File: src/rtl/pc_select.sv
// pc_select: Y86-64 front-end PC selection and fetch-state register.
// Holds the predicted next PC, applies M-stage mispredict and W-stage ret
// corrections combinationally, predicts jump/call successors, and runs a
// small RUN/HALTED machine that freezes supply on halt, invalid or imem error.
// Optional feature macro: PC_BTFNT_EN (backward-taken/forward-not-taken
// prediction for conditional jumps; when undefined every jump is predicted taken).
module pc_select #(
    parameter logic [63:0] RESET_PC = 64'h0
) (
    input  logic        clk_i,
    input  logic        rst_i,
    input  logic        F_stall_i,
    input  logic [3:0]  f_icode_i,
    input  logic [3:0]  f_ifun_i,
    input  logic [63:0] f_valC_i,
    input  logic [63:0] f_valP_i,
    input  logic        f_instr_valid_i,
    input  logic        f_imem_error_i,
    input  logic [3:0]  M_icode_i,
    input  logic        M_cnd_i,
    input  logic        M_pred_taken_i,
    input  logic [63:0] M_valC_i,
    input  logic [63:0] M_valA_i,
    input  logic [3:0]  W_icode_i,
    input  logic [63:0] W_valM_i,
    output logic [63:0] PC_o,
    output logic        f_pred_taken_o,
    output logic [63:0] predPC_o,
    output logic [2:0]  stat_o,
    output logic        halted_o
);

    typedef enum logic [3:0] {
        I_HALT = 4'h0,
        I_JXX  = 4'h7,
        I_CALL = 4'h8,
        I_RET  = 4'h9
    } icode_t;

    typedef enum logic [2:0] {
        STAT_AOK = 3'd1,
        STAT_HLT = 3'd2,
        STAT_ADR = 3'd3,
        STAT_INS = 3'd4
    } stat_t;

    typedef enum logic {
        S_RUN    = 1'b0,
        S_HALTED = 1'b1
    } state_t;

    state_t      state;
    stat_t       stat;
    logic [63:0] pred_pc;

    logic        mispredict;
    logic        ret_fix;
    logic        correction;
    logic        pred_taken;
    logic [63:0] next_pc;
    logic        stop;
    stat_t       cause;

    // Correction detection, PC mux and successor prediction.
    always_comb begin
        mispredict = (M_icode_i == I_JXX) && (M_cnd_i != M_pred_taken_i);
        ret_fix    = (W_icode_i == I_RET);
        correction = mispredict || ret_fix;

        if (rst_i)
            PC_o = RESET_PC;
        else if (mispredict)
            PC_o = M_cnd_i ? M_valC_i : M_valA_i;
        else if (ret_fix)
            PC_o = W_valM_i;
        else
            PC_o = pred_pc;

        pred_taken = 1'b0;
        if (f_icode_i == I_JXX) begin
            if (f_ifun_i == 4'h0)
                pred_taken = 1'b1;
            else begin
`ifdef PC_BTFNT_EN
                pred_taken = (f_valC_i < f_valP_i);
`else
                pred_taken = 1'b1;
`endif
            end
        end
        f_pred_taken_o = rst_i ? 1'b0 : pred_taken;

        if ((f_icode_i == I_CALL) || ((f_icode_i == I_JXX) && pred_taken))
            next_pc = f_valC_i;
        else
            next_pc = f_valP_i;

        stop = f_imem_error_i || !f_instr_valid_i || (f_icode_i == I_HALT);
        if (f_imem_error_i)
            cause = STAT_ADR;
        else if (!f_instr_valid_i)
            cause = STAT_INS;
        else
            cause = STAT_HLT;
    end

    // Run/halt state machine with predicted PC and status registers.
    // In HALTED a correction re-evaluates the corrected fetch exactly like
    // RUN does, so a stopping corrected fetch re-halts with its own cause.
    always_ff @(posedge clk_i) begin
        if (rst_i) begin
            state   <= S_RUN;
            stat    <= STAT_AOK;
            pred_pc <= RESET_PC;
        end else if (!F_stall_i && ((state == S_RUN) || correction)) begin
            if (stop) begin
                state   <= S_HALTED;
                stat    <= cause;
                pred_pc <= PC_o;
            end else begin
                state   <= S_RUN;
                stat    <= STAT_AOK;
                pred_pc <= next_pc;
            end
        end
    end

    assign predPC_o = pred_pc;
    assign stat_o   = stat;
    assign halted_o = (state == S_HALTED);

endmodule

File: config.mk
export PLATFORM = sky130hd
export DESIGN_NAME = pc_select
export DESIGN_NICKNAME = d
export VERILOG_FILES = /design/src/rtl/pc_select.sv
export SDC_FILE = /design/constraint.sdc
export NUM_CORES = 1
export LEC_CHECK = 0
export ABC_AREA = 1
export CAP_MARGIN = 20
export CORE_AREA = 2 2 184 186
export DETAILED_ROUTE_END_ITERATION = 7
export DIE_AREA = 0 0 186 188
export MAX_ROUTING_LAYER = met4
export PLACE_DENSITY_LB_ADDON = 0.3
export REMOVE_ABC_BUFFERS = 1
export SETUP_SLACK_MARGIN = 0.2
export SYNTH_ARGS = -nofsm -noshare
export SYNTH_HDL_FRONTEND = slang
export SYNTH_SLANG_ARGS = --single-unit
File: constraint.sdc
create_clock -name clk_i -period 2 [get_ports clk_i]
set_input_delay 0.2 -clock clk_i [delete_from_list [all_inputs] [get_ports clk_i]]
set_output_delay 0.2 -clock clk_i [all_outputs]
set_load 0.02 [all_outputs]
==> impl_results.md <==
* Share of cells above drive strength 1 at between 15 and 20%
* Worst EP required at approximately 1800 ps
* Post-route cell area at 14,500 um2
* Place WS at -530 ps
* Cell taking the most area after synthesis: nand2_1
* Final Hold Vio Count at 0
* Critical Path Source Type: input pin
* Starting density of the core at 22.3%
* 1st-iter DRT viols at approximately 600
* Slew @ Worst Pin at roughly 540 ps
* Die X-Extent at 186 um
* R2r startpoint: halted_o
* Vias in the first global route at ~11,000
* Total track usage at approximately a quarter
* Placed instance area at roughly 13,000 um2
* Cells after Synth at about 1,400
* Most common cell after layout, fill and taps aside: nand2_1
* Critical path class: input pin to output port
* Endpoints failing setup at 0
* Post-route core utilization at between 40% and 50%
* Clk_skew at around 14 ps
* FF+latch count, synth at 68
* Hold Worst Slack at a little under 400 ps
* Min Tclk post-route at between 1500 and 2000 ps
* Worst path arrival time at ~1600 ps
* Finished Layout Cells at ~2,400
* First-pass GRT wire length at between 60,000 and 70,000 um
* CTS tree: built
* Post-Route WL at around 45,000 um
* Sw Share at 34.5%
* Post-placement cell count at 2,351
* Worst-path clk slew at 70 ps
* Max FO, Critical Path at 7
* Grt ovf at 0
* Worst-case reg-to-reg path depth at 8
* Commonest cells after routing, fill and taps aside: nand2_1 (483), clkdlybuf4s50_1 (395), nand3_1 (225)
* Syn avg cell area at just over 5 um2
* Root buffer cell: clkbuf_16
* Status: finished clean
* Slowest stage delay, CP at around 150 ps
* Gpl congestion at about 0.88
* Yosys top cell area share at between 20% and 30%
* Seq pwr share at approximately a quarter
* Mapped Area at approximately 7400 um2
* FF-to-FF setup slack at 560 ps
* Worst-case clock buffer depth at 2
* Hold depth at 5
* Largest net degree at the start of global routing at 49
* DIE AREA at 35,000 um2
* RSZ-0062 raised after global routing: true
* Leakage power at 6.98 nW
* IO buf count at 471
* Synth area leaders: nand2_1 (25%), dfxtp_1 (18%), nand3_1 (17%)
* IO Pins at between 400 and 500
* Total chip power at around 5.6 mW
* Routed vias/inst at about 4.7
* Clock power share at 29.9%
* Initial antenna violation count at 1
* Yosys cell types at 25
* R2R Path End: predPC_o[47]
* Fmax at 565 MHz
* H-tree depth at 3
* Number of max-cap violations at 0
* TritonRoute pass-1 iters at 5
* Setup TNS at 0 ps
* Num CTS Buffers at 9
* Core Area at 33,100 um2
* Nets@finish at ~2,300
* Post-route DRC violation count at 0
* CTS sink cnt at 68
* VDD IR-drop max at 0.000431 V
* Crit path to: PC_o[38]
* Critical Path, Cell by Cell: buf_6 -> inv_2 -> nand2_2 -> nor2_4 -> buf_6 -> buf_6 -> buf_8 -> buf_12 -> buf_16 -> nand4_1 -> nand3_1 -> inv_1 -> buf_2
* Yosys warnings at 0
* Sequential area share after synthesis at ~18%
* Worst-path cell with the longest stage delay: buf_2
* Pint at about 3.7 mW
* Slew Limit Headroom at 64.3%
* Combinational Power Share at between 40% and 50%
* Setup ws final at 230 ps
* Setup crit end kind: output port
* Most frequent CP cell: buf_6
* Final Max Tran Viols at 0
* Tcrit/Tclk final at 88.5%
* Routed Antenna Nets at 0
* # rows at 67
* Hold WC Path Type: input pin to register
* WL/cell at 18.7 um
* Area Overhead vs Synth at 96.8%
* DP HPWL at ~30,000 um
* Skew-Pair Late Insertion Delay at roughly 350 ps
* Hold_buf cts at 0
* Routed via count at 11,337
* CP startpoint: M_icode_i[3]
* Die Y-Extent at 188 um
* Pwr/cell area at about 390 nW/um2
* Switching pwr at approximately 1.9 mW
[sequential cells by signal (all words and copies together), names as in the netlist]
signal    count
halted_o      1
predPC_o     64
stat_o        3
[area by class of cell]
| cell class | count | area, um2 |
|---|---|---|
| antenna | 1 | 2.50 |
| clock buffer | 11 | 233 |
| clock inverter | 5 | 52.6 |
| fill | 3471 | 18600 |
| inverter | 179 | 693 |
| multi-input combinational | 1086 | 5010 |
| sequential | 68 | 1360 |
| tap | 448 | 561 |
| timing repair buffer | 626 | 6590 |
[metal layers]
| metal | GRT usage (%) | share of wire (%) | vias up |
|---|---|---|---|
| li1 | - | - | 5556 |
| met1 | 28.9 | 40 | 5197 |
| met2 | 44.5 | 49 | 510 |
| met3 | 4.47 | 7.2 | 74 |
| met4 | 9.45 | 3.6 | 0 |
| met5 | - | 0 | - |
[synthesized netlist by cell type]
library cell    n
o21ai_1        31
nor2_4          1
a211oi_1        1
buf_6           6
nand2_2         4
clkbuf_2        2
dfxtp_1        68
a21oi_4         1
nand3b_1       41
nand3_1       251
nand2_1       492
inv_2           2
inv_1         177
buf_4          12
a21oi_2         1
nand4_1        40
nand2_4         2
o22ai_1         1
clkbuf_1       29
nor2_1        204
buf_2          53
o21ai_0        11
buf_1          10
a21oi_1         2
nor2_2          2
[repair_timing]
item,in CTS,in global routing
setup buffers,25,10
pin swaps,25,26
endpoints found under the setup margin,129,116
gates resized for setup,358,73
cloned,19,2
[worst min path at each step]
stage	startpoint	to	slack (ps)
6_report	rst_i	predPC_o[8]	400
3_3_place_gp	stat_o[0]	stat_o[0]	470
2_1_floorplan	rst_i	predPC_o[0]	270
5_1_grt	rst_i	predPC_o[9]	410
4_1_cts	rst_i	predPC_o[8]	390
3_5_place_dp	stat_o[0]	stat_o[0]	480
[kinds of logic (layout without fill, tap and decap cells)]
logic type             Yosys count  after routing  synth area share [%]
buffers and inverters          291            821                  17.0
DFF                             68             68                  18.5
and+or+nand+nor               1037           1038                  61.0
AOI/OAI and AO/OA               48             48                  3.51
other                            0              1                     0
[critical path, delay by kind of cell]
family | cells | cell delay, ps
buffers and inverters | 9 | 940
and+or+nand+nor | 4 | 420
[power by group through the flow]
stage | Clock [mW] | Combinational, mW | Sequential, mW
2_1_floorplan | 0 | 0.758 | 1.55
3_3_place_gp | 0 | 2.24 | 1.49
3_5_place_dp | 0 | 2.25 | 1.49
4_1_cts | 1.73 | 2.40 | 1.46
5_1_grt | 1.79 | 2.64 | 1.47
6_report | 1.67 | 2.46 | 1.46
Note: power is estimated with default switching activity, not from simulation.
